## config.mk

```make
export PLATFORM = sky130hd
export DESIGN_NAME = mock_cu_multi
export DESIGN_NICKNAME = d
export VERILOG_FILES = /design/src/rtl/mock_cu_multi.sv
export SDC_FILE = /design/constraint.sdc
export NUM_CORES = 1
export LEC_CHECK = 0
export CAP_MARGIN = 40
export CORE_AREA = 3 3 119 121
export CTS_CLUSTER_DIAMETER = 60
export DETAILED_ROUTE_END_ITERATION = 8
export DIE_AREA = 0 0 122 124
export PLACE_DENSITY = 0.66
export SLEW_MARGIN = 20
export SYNTH_ARGS = -nofsm -noshare
export SYNTH_HDL_FRONTEND = slang
export SYNTH_SLANG_ARGS = --single-unit
export TNS_END_PERCENT = 50
```

## constraint.sdc

```tcl
create_clock -name clk -period 10 [get_ports clk]
set_input_delay 2 -clock clk [delete_from_list [all_inputs] [get_ports clk]]
set_output_delay 2 -clock clk [all_outputs]
set_load 0.03 [all_outputs]
```

## src/rtl/mock_cu_multi.sv

```systemverilog
// Mock multi-device control unit on the bus-and-tag channel: selection, command decode,
// READ/WRITE/SENSE transfers, STOP and status. Optional macro: MOCK_CU_PARITY_CHECK_EN.
module mock_cu_multi #(
    parameter logic [7:0] BASE_ADDRESS = 8'h40,
    parameter int         NUM_DEVICES  = 4,
    parameter int         SENSE_BYTES  = 2
) (
    input  logic                   clk,
    input  logic                   reset,
    input  logic [7:0]             bus_out,
    input  logic                   bus_out_parity,
    output logic [7:0]             bus_in,
    output logic                   bus_in_parity,
    input  logic                   operational_out,
    input  logic                   address_out,
    input  logic                   command_out,
    input  logic                   service_out,
    input  logic                   suppress_out,
    input  logic                   selection_x,
    output logic                   selection_y,
    output logic                   operational_in,
    output logic                   address_in,
    output logic                   status_in,
    output logic                   service_in,
    output logic                   request_in,
    input  logic [NUM_DEVICES-1:0] mock_busy,
    input  logic                   mock_short_busy,
    input  logic [15:0]            mock_limit,
    output logic [3:0]             device,
    output logic [7:0]             command,
    output logic [15:0]            count,
    output logic [7:0]             checksum
);
    localparam int          DW          = (NUM_DEVICES > 1) ? $clog2(NUM_DEVICES) : 1;
    localparam int unsigned DEPTH       = 1 << DW;
    localparam logic [8:0]  NUM9        = 9'(NUM_DEVICES);
    localparam logic [15:0] SENSE_LIMIT = 16'(SENSE_BYTES);
    localparam logic [7:0]  CMD_TEST_IO = 8'h00, CMD_WRITE = 8'h01, CMD_READ = 8'h02,
                            CMD_NOP = 8'h03, CMD_SENSE = 8'h04;

    typedef enum logic [3:0] {
        IDLE, SEL, ADDR, CMDDROP, DECODE, INIT_STATUS, INIT_DROP,
        DIN, DIN_DROP, DOUT, DOUT_DROP, STOP_WAIT, END_STATUS, SHORT_BUSY
    } state_t;

    state_t      state, state_n;
    logic [7:0]  sense [DEPTH];
    logic [7:0]  status, status_n, command_n, checksum_n, bus_in_n, din_byte;
    logic [3:0]  device_n;
    logic [15:0] count_n, limit;
    logic        data_err, data_err_n, cmd_err, cmd_err_n, stopped, stopped_n;
    logic        selection_y_n, set5, set7, clr_sense, par_err;
    logic [8:0]  offset9;
    logic        in_range;
    logic [DEPTH-1:0] busy_ext;
    logic [DW-1:0]    dev_idx;

`ifdef MOCK_CU_PARITY_CHECK_EN
    assign par_err = (bus_out_parity != ~^bus_out);
    logic unused_inputs;
    assign unused_inputs = suppress_out;
`else
    assign par_err = 1'b0;
    logic unused_inputs;
    assign unused_inputs = ^{suppress_out, bus_out_parity};
`endif

    assign request_in    = 1'b0;
    assign bus_in_parity = ~^bus_in;
    assign dev_idx       = device[DW-1:0];
    assign offset9       = {1'b0, bus_out} - {1'b0, BASE_ADDRESS};
    assign in_range      = !offset9[8] && (offset9 < NUM9);
    assign limit         = (command == CMD_SENSE) ? SENSE_LIMIT : mock_limit;

    always_comb begin
        busy_ext = '0;
        busy_ext[NUM_DEVICES-1:0] = mock_busy;
    end

    always_comb begin
        state_n       = state;
        device_n      = device;
        command_n     = command;
        count_n       = count;
        checksum_n    = checksum;
        status_n      = status;
        data_err_n    = data_err;
        cmd_err_n     = cmd_err;
        stopped_n     = stopped;
        set5          = 1'b0;
        set7          = 1'b0;
        clr_sense     = 1'b0;
        selection_y_n = 1'b0;
        case (state)
            IDLE: if (address_out && selection_x && in_range) begin
                device_n = offset9[3:0];
                state_n  = mock_short_busy ? SHORT_BUSY : SEL;
            end
            SEL: begin
                count_n    = '0;
                checksum_n = '0;
                data_err_n = 1'b0;
                cmd_err_n  = 1'b0;
                stopped_n  = 1'b0;
                if (!address_out) state_n = ADDR;
            end
            ADDR: if (command_out) begin
                command_n = bus_out;
                cmd_err_n = par_err;
                set5      = par_err;
                state_n   = CMDDROP;
            end
            CMDDROP: if (!command_out) state_n = DECODE;
            DECODE: begin
                state_n = INIT_STATUS;
                if (busy_ext[dev_idx])          status_n = 8'h10;
                else if (cmd_err)               status_n = 8'h0E;
                else if (command == CMD_NOP)    status_n = 8'h0C;
                else if (command inside {CMD_TEST_IO, CMD_WRITE, CMD_READ, CMD_SENSE})
                                                status_n = 8'h00;
                else begin
                    status_n = 8'h0E;
                    set7     = 1'b1;
                end
            end
            INIT_STATUS: if (service_out) state_n = INIT_DROP;
            INIT_DROP: if (!service_out) begin
                if (status[4] || (status[3:2] == 2'b11) || command == CMD_TEST_IO)
                    state_n = IDLE;
                else if ((command == CMD_READ || command == CMD_WRITE) && mock_limit == '0)
                    state_n = END_STATUS;
                else if (command == CMD_READ || command == CMD_SENSE)
                    state_n = DIN;
                else if (command == CMD_WRITE)
                    state_n = DOUT;
                else
                    state_n = IDLE;
            end
            DIN: if (command_out) begin
                stopped_n = 1'b1;
                state_n   = STOP_WAIT;
            end else if (service_out) begin
                count_n = count + 16'd1;
                state_n = DIN_DROP;
            end
            DOUT: if (command_out) begin
                stopped_n = 1'b1;
                state_n   = STOP_WAIT;
            end else if (service_out) begin
                checksum_n = checksum ^ bus_out;
                count_n    = count + 16'd1;
                set5       = par_err;
                if (par_err) data_err_n = 1'b1;
                state_n    = DOUT_DROP;
            end
            DIN_DROP:   if (!service_out) state_n = (count == limit) ? END_STATUS : DIN;
            DOUT_DROP:  if (!service_out) state_n = (count == limit) ? END_STATUS : DOUT;
            STOP_WAIT:  if (!command_out) state_n = END_STATUS;
            END_STATUS: if (service_out) begin
                clr_sense = (command == CMD_SENSE) && !stopped;
                state_n   = IDLE;
            end
            SHORT_BUSY: if (!selection_x) state_n = IDLE;
            default:    state_n = IDLE;
        endcase

        // An abort discards everything this cycle would have changed except the return to IDLE.
        if (!operational_out) begin
            state_n    = IDLE;
            device_n   = device;
            command_n  = command;
            count_n    = count;
            checksum_n = checksum;
            status_n   = status;
            data_err_n = data_err;
            cmd_err_n  = cmd_err;
            stopped_n  = stopped;
            set5       = 1'b0;
            set7       = 1'b0;
            clr_sense  = 1'b0;
        end
        if (state_n == IDLE) selection_y_n = selection_x;
    end

    always_comb begin
        if (command == CMD_SENSE)
            din_byte = (count_n == '0) ? sense[dev_idx] : 8'h00;
        else
            din_byte = count_n[7:0] + 8'd1 + {device, 4'h0};
        bus_in_n = '0;
        case (state_n)
            ADDR:        bus_in_n = BASE_ADDRESS + {4'h0, device_n};
            INIT_STATUS: bus_in_n = status_n;
            DIN:         bus_in_n = din_byte;
            END_STATUS:  bus_in_n = data_err_n ? 8'h0E : 8'h0C;
            SHORT_BUSY:  bus_in_n = 8'h10;
            default:     bus_in_n = '0;
        endcase
    end

    always_ff @(posedge clk) begin
        if (reset) begin
            state          <= IDLE;
            bus_in         <= '0;
            selection_y    <= selection_x;
            operational_in <= 1'b0;
            address_in     <= 1'b0;
            status_in      <= 1'b0;
            service_in     <= 1'b0;
            device         <= '0;
            command        <= '0;
            count          <= '0;
            checksum       <= '0;
            status         <= '0;
            data_err       <= 1'b0;
            cmd_err        <= 1'b0;
            stopped        <= 1'b0;
            for (int unsigned i = 0; i < DEPTH; i++) sense[i] <= '0;
        end else begin
            state          <= state_n;
            bus_in         <= bus_in_n;
            selection_y    <= selection_y_n;
            operational_in <= !(state_n inside {IDLE, SHORT_BUSY});
            address_in     <= (state_n == ADDR);
            status_in      <= (state_n inside {INIT_STATUS, END_STATUS, SHORT_BUSY});
            service_in     <= (state_n inside {DIN, DOUT});
            device         <= device_n;
            command        <= command_n;
            count          <= count_n;
            checksum       <= checksum_n;
            status         <= status_n;
            data_err       <= data_err_n;
            cmd_err        <= cmd_err_n;
            stopped        <= stopped_n;
            if (clr_sense)
                sense[dev_idx] <= '0;
            else if (set5 || set7)
                sense[dev_idx] <= sense[dev_idx] | {set7, 1'b0, set5, 5'b0};
        end
    end
endmodule

```

==> flow_summary.ini <==
[die]
core_area_um2 = 13200
rows = 42
die-height_um = 124
ios = 89
dieArea_um2 = 15100
die_w_um = 122
start_util_pct = 43.8

[sta]
finalMaxSlewViolations = 0
whs_ns = 0.444
skew_ns = 0.00769
finalWorstPathRequiredPeriod_ns = 5.31
tns_ns = 0
rsz0062_at_grt = false
finalCritPeriodShare_pct = 53.1
worst_pin_slew_ns = 0.765
finalSetupViolCount = 0
setup_ws_ns = 4.69
relSlewSlack_pct = 48.5
finalHoldViolCount = 0
fmax_mhz = 188

[cells_and_area]
design_area_um2 = 6940
fill_cells = 1197
nNetsFinal = 757
drive_above_1_share_pct = 8.79
diodes = 0
area_growth_pct = 20.1

[clock_network]
post_cts_buffers = 0
cts-root-buf = clkbuf_16
cts_htree_levels = 3
insertion_delay_ns = 0.35
clock_path_buffers = 2
ctsHoldBuffers = 0
cts_tree = built
path_clk_slew_ns = 0.07
numCtsBuffers = 9
cts_resized = 0
cts_sinks = 95

[drt]
drc = 0
wl_um = 16100
wl_per_cell_um = 18.0
num_vias = 5202
post_drt_via_cell_ratio = 5.83
ant_nets = 0
dr.first_iter.drc_count = 342
drt_pass1_iterations = 5

[grt]
grt_use_total_pct = 21.7
antenna_found_initial = 0
grt_max_degree = 50
overflow = 0
grt_pass1_vias = 5051
grt_pass1_wl_um = 25800

[logic_synthesis]
synthFlopType = dfxtp_1
synthDistinctLibCells = 88
postSynthCellCount = 651
synth_largest_area_cell = dfxtp_1
ys_seq_area_share_pct = 38.4
async_reset_ff_share_pct = 0
synth_area_leaders = dfxtp_1, edfxtp_1, nor2_1
synthTopCellsByCount = nor2_1, dfxtp_1, nand2_1, a21oi_1, edfxtp_1
syn_area_um2 = 5780
syn-num-nets = 696
yosysMostFrequentCell = nor2_1
yosysWarnings = 0
ys_ff_latch = 95
synth_edf_count = 32
syn_avg_cell_area_um2 = 8.88
yosysTopAreaCellShare_pct = 21.8

[run_status]
status = finished clean

[placed_design]
dp_hpwl_um = 11800
place_area_um2 = 6600
io_buffers = 85
gp_congestion = 0.889
pre_cts_ws_ns = 3.96

[worst_hold_path]
hold_start = data_err$_SDFF_PP0_
min_to = data_err$_SDFF_PP0_
holdCritPathClass = flip-flop to flip-flop
min_path_cells = 2

[setup_path]
r2r_slack_ns = 6.06
r2r_cells = 9
required_ns = 10.27
worstPathMaxFanout = 17
worstReg2RegStart = command[2]$_SDFFE_PP0P_
startpoint = service_out
path_delay_family = compound AO/OA/AOI/OAI gates
cp_num_buf_inv = 1
worst_path_largest_cell_delay_ns = 0.90
cpMaxStageDelayCell = clkdlybuf4s50_1
crit_type = input port to flip-flop
critPathCaptureType = flip-flop
start_kind = input port
worstPathArrival_ns = 5.58
crit_path_cell_trace = clkdlybuf4s50_1, nor2_1, a21o_1, a22oi_1, nand3_1, a2111oi_4, a211oi_2, or4_1, a31o_1, a31oi_1
timing.rr.end = bus_in[3]$_SDFF_PP0_

[power_and_ir_drop]
p_leak_uw = 0.00244
ir_drop_mv = 0.0704
p_total_uw = 813
powerDensity_nw_per_um2 = 117

[job]
maxCapViolCount = 0
[per-layer routing]
metal  up-vias  track usage [%]  wire length (um)
li1       2494                -                 -
met1      2520             27.4              6930
met2       161             37.2              7940
met3        27             4.41               864
met4         0             7.14               339
met5         -                0                 0
[cell usage in the layout, fill, tap and decap left out, drive strengths merged, types with 8 or more instances in the layout]
master and n:
a211oi 9, a21o 8, a21oi 37, a31oi 17
and2 10, clkbuf 12, clkdlybuf4s50 84, dfxtp 63
edfxtp 32, inv 25, mux2 13, mux2i 20
nand2 55, nand2b 10, nand3 15, nand4 12
nor2 101, nor2b 8, o21ai 23, o32ai 9
xnor2 19, xor2 13
[cells by family (layout without fill, tap and decap cells)]
logic type / count (synthesis) / count (layout) / synth area share (%)
xor gates and xnor gates: 32 / 32 / 4.85
and+or+nand+nor: 266 / 266 / 23.8
muxes: 35 / 35 / 6.78
other: 1 / 1 / 0.0649
adders and majority gates: 8 / 8 / 1.69
AOI/OAI and AO/OA: 150 / 150 / 18.2
buffers and inverters: 64 / 130 / 6.17
DFF: 95 / 95 / 38.4
[area by class of cell]
class	count	area [um2]	share of cell area (%)
multi-input combinational	492	3210	46.2
timing repair buffer	90	888	12.8
tap	176	220	3.17
sequential	95	2220	32.0
clock buffer	12	259	3.73
clock inverter	4	52.6	0.757
inverter	24	90.1	1.30
[worst max-delay path by stage]
stage / endpoint / depth (start not counted)
after global routing: bus_in[3]$_SDFF_PP0_ / 13
after global placement: bus_in[6]$_SDFF_PP0_ / 12
after CTS: bus_in[6]$_SDFF_PP0_ / 12
final: bus_in[3]$_SDFF_PP0_ / 10
after floorplan: bus_in[6]$_SDFF_PP0_ / 12
after detailed placement: bus_in[6]$_SDFF_PP0_ / 12
[worst reg2reg max path, cell delays in order (launching register included)]
cell and delay, ns:
dfxtp_1 0.49, nor4b_4 0.62, and2_1 0.60, o32ai_1 0.17
and4_4 0.26, a2111oi_4 0.35, a211oi_2 0.15, or4_1 0.69
a31o_1 0.32, a31oi_1 0.20
[sequential cells by signal (all words and copies together) (netlist names), 4 cells and up]
signal,cells
count,16
bus_in,8
command,8
state,4
status,8
sense,32
device,4
checksum,8
[power by group]
group	internal, uW	total [uW]	switching [uW]
combinational	21.8	46.4	24.6
sequential	402	404	1.22
clock	211	363	152
total	635	813	178
[per-stage QoR]
step | util (%) | instances
2_1_floorplan | - | 651
3_3_place_gp | 50.0 | 873
3_5_place_dp | 50.0 | 874
4_1_cts | 52.4 | 890
5_1_grt | 52.6 | 893
6_report | 52.6 | 893
No activity file was read; power rests on OpenSTA's default activity.
